===== src/rtl/watch_fnd_scanner.sv =====
// HH.MM scanner for a 4-digit common-anode 7-segment display.
// Binary hour/min are snapshotted once per frame and converted to BCD by a sequential double-dabble.
module watch_fnd_scanner #(
  parameter int SCAN_DIV  = 100_000,
  parameter int BLINK_DIV = 50_000_000
) (
  input  logic       clk,
  input  logic       reset_n,
  input  logic [7:0] hour,
  input  logic [7:0] min,
  input  logic       set_mode,
  output logic [3:0] com_n,
  output logic [7:0] seg_n
);

  localparam int SCAN_W  = $clog2(SCAN_DIV);
  localparam int BLINK_W = $clog2(BLINK_DIV);
  localparam logic [SCAN_W-1:0]  SCAN_MAX  = SCAN_W'(SCAN_DIV - 1);
  localparam logic [BLINK_W-1:0] BLINK_MAX = BLINK_W'(BLINK_DIV - 1);

  typedef enum logic [1:0] {ST_IDLE, ST_SHIFT, ST_DONE} conv_state_t;

  logic [SCAN_W-1:0]  scan_cnt_reg;
  logic [1:0]         digit_reg;
  logic [BLINK_W-1:0] blink_cnt_reg;
  logic               blink_ph_reg;
  conv_state_t        state_reg, state_next;
  logic [2:0]         shift_cnt_reg;
  logic               first_reg;
  logic [1:0][19:0]   dd_reg;
  logic [1:0][19:0]   dd_step;
  logic [1:0][7:0]    snap_val;
  logic [1:0]         snap_err;
  logic [1:0]         err_conv_reg;
  logic [1:0]         err_disp_reg;
  logic [15:0]        bcd_disp_reg;
  logic               valid_reg;
  logic [3:0]         com_n_reg, com_n_next;
  logic [7:0]         seg_n_reg, seg_n_next;

  logic scan_wrap;
  logic start;

  assign scan_wrap = (scan_cnt_reg == SCAN_MAX);
  // A conversion begins at every frame start (digit 3->0) and right after reset.
  assign start     = first_reg || (scan_wrap && digit_reg == 2'd3);
  assign snap_val  = {hour, min};

  // One double-dabble step: add 3 to any BCD nibble >= 5, then shift left.
  function automatic logic [19:0] dabble(input logic [19:0] v);
    logic [19:0] t;
    t = v;
    for (int k = 0; k < 3; k++) begin
      if (t[8 + 4*k +: 4] >= 4'd5) t[8 + 4*k +: 4] = t[8 + 4*k +: 4] + 4'd3;
    end
    return {t[18:0], 1'b0};
  endfunction

  function automatic logic [6:0] seg7(input logic [3:0] v);
    case (v)
      4'd0:    seg7 = 7'h40;
      4'd1:    seg7 = 7'h79;
      4'd2:    seg7 = 7'h24;
      4'd3:    seg7 = 7'h30;
      4'd4:    seg7 = 7'h19;
      4'd5:    seg7 = 7'h12;
      4'd6:    seg7 = 7'h02;
      4'd7:    seg7 = 7'h78;
      4'd8:    seg7 = 7'h00;
      4'd9:    seg7 = 7'h10;
      default: seg7 = 7'h7F;
    endcase
  endfunction

  // Index 1 is the hour pair, index 0 the minute pair.
  for (genvar gi = 0; gi < 2; gi++) begin : g_pair
    assign dd_step[gi]  = dabble(dd_reg[gi]);
    assign snap_err[gi] = (snap_val[gi] > 8'd99);
  end

  always_comb begin
    state_next = state_reg;
    case (state_reg)
      ST_IDLE:  state_next = ST_IDLE;
      ST_SHIFT: if (shift_cnt_reg == 3'd7) state_next = ST_DONE;
      ST_DONE:  state_next = ST_IDLE;
      default:  state_next = ST_IDLE;
    endcase
    if (start) state_next = ST_SHIFT;
  end

  always_ff @(posedge clk) begin
    if (!reset_n) begin
      state_reg     <= ST_IDLE;
      shift_cnt_reg <= '0;
      first_reg     <= 1'b1;
      dd_reg        <= '0;
      err_conv_reg  <= '0;
      err_disp_reg  <= '0;
      bcd_disp_reg  <= '0;
      valid_reg     <= 1'b0;
    end else begin
      state_reg <= state_next;
      first_reg <= 1'b0;
      if (start) begin
        dd_reg[1]     <= {12'd0, hour};
        dd_reg[0]     <= {12'd0, min};
        err_conv_reg  <= snap_err;
        shift_cnt_reg <= '0;
      end else if (state_reg == ST_SHIFT) begin
        dd_reg        <= dd_step;
        shift_cnt_reg <= shift_cnt_reg + 3'd1;
      end else if (state_reg == ST_DONE) begin
        bcd_disp_reg <= {dd_reg[1][15:8], dd_reg[0][15:8]};
        err_disp_reg <= err_conv_reg;
        valid_reg    <= 1'b1;
      end
    end
  end

  always_ff @(posedge clk) begin
    if (!reset_n) begin
      scan_cnt_reg  <= '0;
      digit_reg     <= '0;
      blink_cnt_reg <= '0;
      blink_ph_reg  <= 1'b0;
    end else begin
      if (scan_wrap) begin
        scan_cnt_reg <= '0;
        digit_reg    <= digit_reg + 2'd1;
      end else begin
        scan_cnt_reg <= scan_cnt_reg + SCAN_W'(1);
      end
      if (blink_cnt_reg == BLINK_MAX) begin
        blink_cnt_reg <= '0;
        blink_ph_reg  <= ~blink_ph_reg;
      end else begin
        blink_cnt_reg <= blink_cnt_reg + BLINK_W'(1);
      end
    end
  end

  always_comb begin
    logic [3:0] nib;
    logic [6:0] glyph;
    logic       dp_on;
    nib        = bcd_disp_reg[{digit_reg, 2'b00} +: 4];
    glyph      = err_disp_reg[digit_reg[1]] ? 7'h3F : seg7(nib);
    dp_on      = (digit_reg == 2'd2) && (set_mode || !blink_ph_reg);
    com_n_next = 4'hF;
    seg_n_next = 8'hFF;
    if (valid_reg) begin
      com_n_next = ~(4'b0001 << digit_reg);
      if (!(set_mode && blink_ph_reg)) seg_n_next = {~dp_on, glyph};
    end
  end

  always_ff @(posedge clk) begin
    if (!reset_n) begin
      com_n_reg <= 4'hF;
      seg_n_reg <= 8'hFF;
    end else begin
      com_n_reg <= com_n_next;
      seg_n_reg <= seg_n_next;
    end
  end

  assign com_n = com_n_reg;
  assign seg_n = seg_n_reg;

endmodule


===== config.mk =====
export PLATFORM = sky130hd
export DESIGN_NAME = watch_fnd_scanner
export DESIGN_NICKNAME = d
export VERILOG_FILES = /design/src/rtl/watch_fnd_scanner.sv
export SDC_FILE = /design/constraint.sdc
export NUM_CORES = 1
export LEC_CHECK = 0
export ABC_CLOCK_PERIOD_IN_PS = 5800
export BUFFER_PORTS_ARGS = -buffer_cell sky130_fd_sc_hd__buf_4
export CORE_MARGIN = 3
export CORE_UTILIZATION = 63
export CTS_CLUSTER_SIZE = 14
export DETAILED_ROUTE_END_ITERATION = 12
export PLACE_DENSITY = 0.78
export SYNTH_ARGS = -nofsm -noshare
export SYNTH_HDL_FRONTEND = slang
export SYNTH_SLANG_ARGS = --single-unit

===== constraint.sdc =====
create_clock -name clk -period 5.8 [get_ports clk]
set_clock_uncertainty 0.15 [all_clocks]
set_input_delay 1.45 -clock clk [delete_from_list [all_inputs] [get_ports clk]]
set_output_delay 1.45 -clock clk [all_outputs]
set_load 0.005 [all_outputs]

==> impl_metrics.csv <==
group,metric,value,unit
run_status,outcome,"complete, no violations",
finish,final_common_cell,"dfxtp_1",
floorplanning,die_y,98.9,µm
timing,relSlewSlack,20.3,%
power_and_ir_drop,power_density,317,mW/mm²
global_routing,grt_pass1_wl,18400,µm
timing,finalSetupViolCount,0,
clocking,cts_root_buf,"clkbuf_8",
clocking,hold_buffers,0,
setup_path,crit_type,"reg2reg",
finish,diodes,0,
yosys,yosys.cell_types.count,48,
route,ant_nets,0,
route,wl,10600,µm
route,drt_iter0_markers,196,
clocking,htreeDepth,4,
floorplanning,coreArea,0.00830,mm²
finish,syn_to_final_growth,14.3,%
yosys,syn_nets,625,
yosys,synthTopCellsByArea,"dfxtp_1 43%, nor2_1 4.9%, ha_1 4.8%, xor2_1 4.5%, nand3_1 4.0%",
setup_path,critical_path_peak_fanout,38,
yosys,yosys.area.top_type,"dfxtp_1",
setup_path,slowest_stage,"a21oi_4",
route,wire_per_inst,14.7,µm
placed_design,port-buffer-count,30,
finish,final_util,74.8,%
job,drv_cap,0,
clocking,clockBufferDepth,2,
floorplanning,io_pins,31,
route,dr_total_vias,4117,
global_routing,grt_pass1_vias,4059,
timing,rsz0062_at_grt,"false",
finish,drive_gt1_share,17.3,%
finish,finalNetCount,644,
timing,hold_viol,0,
timing,worstMarginPinSlew,1.19,ns
placed_design,preCtsSetupSlack,2.76,ns
placed_design,dpl-instance-area,0.00560,mm²
clocking,path_clk_slew,0.05,ns
yosys,yosys_warnings,0,
floorplanning,start_util,65.5,%
floorplanning,die_area,0.00977,mm²
finish,largest_register_ffs,32,
setup_path,path_cells,"ha_1 -> and4_1 -> and4_4 -> a21oi_4 -> nand2_1 -> a21oi_1",
floorplanning,num_rows,33,
clocking,clk_latency,0.51,ns
yosys,synth_top_area_share,43.1,%
setup_path,cp_top_family,"compound AO/OA/AOI/OAI gates",
finish,final_cell_mix,"117 x dfxtp_1, 71 x nor2_1, 56 x nand2_1",
clocking,cts_tree,"built",
clocking,ctsResizeCount,0,
setup_path,cp_num_buf_inv,0,
clocking,cts_setup_buffers,0,
setup_path,arrival,3.36,ns
clocking,numCtsBuffers,17,
route,route.detailed.drc,0,
power_and_ir_drop,peakVddDrop,0.000239,V
power_and_ir_drop,leakage,2.35,nW
timing,hold_ws,0.301,ns
finish,fin_area,0.00621,mm²
route,routed_via_density,5.70,
yosys,ys_seq_area_share,43.1,%
setup_path,required,6.06,ns
global_routing,grt_overflow,0,
timing,layout_setup_ws,2.71,ns
global_routing,grt_max_degree,46,
setup_path,cp-start-kind,"flop",
timing,setup_tns,0,ns
timing,drv_slew,0,
yosys,synthCells,585,
global_routing,antenna_found_initial,0,
setup_path,cp-end-kind,"flop",
placed_design,hpwlAfterDp,6840,µm
yosys,avgSynthCellArea,9.29,µm²
worst_hold_path,hp-class,"reg2reg",
clocking,cts.sinks,117,
yosys,synth_area,0.00543,mm²
setup_path,critPathMaxStageDelay,0.80,ns
global_routing,grt_usage,22.9,%
yosys,synth_seq_cells,117,
route,first_pass_iters,5,
timing,fin_crit,3.09,ns
placed_design,gp_congestion,0.820,
timing,fmax,0.323,GHz
floorplanning,die_x,98.9,µm
timing,post-route-period-util,53.3,%
==> through the flow <==
step	std cells	power [mW]
3_5_place_dp	690	0.920
2_1_floorplan	585	0.902
3_3_place_gp	690	0.917
5_1_grt	722	2.03
6_report	722	1.97
4_1_cts	722	1.98
==> logic make-up (layout without fill, tap and decap cells) <==
family,after synthesis,count (layout),share of synthesized area (%)
mux,25,25,5.37
compound gates,95,95,12.6
xor+xnor,45,45,7.25
flops,117,117,43.1
simple gates,229,229,21.4
fa+ha+maj,21,21,4.84
buf+inv,53,85,5.46
==> metal layers <==
layer | GRT usage, % | up-vias | part of all wire, %
li1 | - | 2052 | -
met1 | 27.4 | 1948 | 43
met2 | 39.1 | 95 | 51
met3 | 6.65 | 22 | 4.2
met4 | 8.30 | 0 | 1.7
met5 | 0 | - | 0
==> power breakdown <==
group | switching [mW] | internal (mW)
Clock | 0.348 | 0.716
Combinational | 0.0457 | 0.0298
Sequential | 0.0105 | 0.819
Total | 0.404 | 1.56
==> worst register-to-register path, stage by stage, from the launching register on <==
cell     delay, ns
dfxtp_1       0.35
ha_1          0.27
and4_1        0.23
and4_4        0.19
a21oi_4       0.80
nand2_1       0.69
a21oi_1       0.32
==> layout make-up <==
class	instances	area, µm²
multi-input combinational	415	2810
sequential	117	2340
fill	575	2090
clock buffer	22	453
timing repair buffer	33	248
clock inverter	10	153
tap	105	131
inverter	20	75.1
==> synthesized netlist by cell type (all sizes together) <==
library cell and n:
nand2 57, nand4 15, inv 20, clkbuf 11, ha 21, nor2 72
nor2b 2, o21ai 34, xor2 28, a211o 2, nor4 4, or3 3
and4bb 1, o311a 2, mux2i 19, dfxtp 117, and4 6, mux2 3
a21oi 32, nand2b 8, and2 2, o31ai 8, or2 1, a211oi 16
nor4bb 1, buf 22, nor4b 3, xnor2 17, a31oi 1, nor3 3
and3 8, nand3 43, mux4 3
==> path summary, 6_finish.rpt <==
check        slack [ns]                       to  cells after the start                  startpoint
max                2.71  dd_reg[14]$_SDFFE_PP0N_                      6  scan_cnt_reg[0]$_SDFF_PP0_
min                0.30  dd_reg[13]$_SDFFE_PP0N_                      2     dd_reg[13]$_SDFFE_PP0N_
min reg2reg        0.30  dd_reg[13]$_SDFFE_PP0N_                      2     dd_reg[13]$_SDFFE_PP0N_
max reg2reg        2.71  dd_reg[14]$_SDFFE_PP0N_                      6  scan_cnt_reg[0]$_SDFF_PP0_
Note: power is estimated with default switching activity, not from simulation.
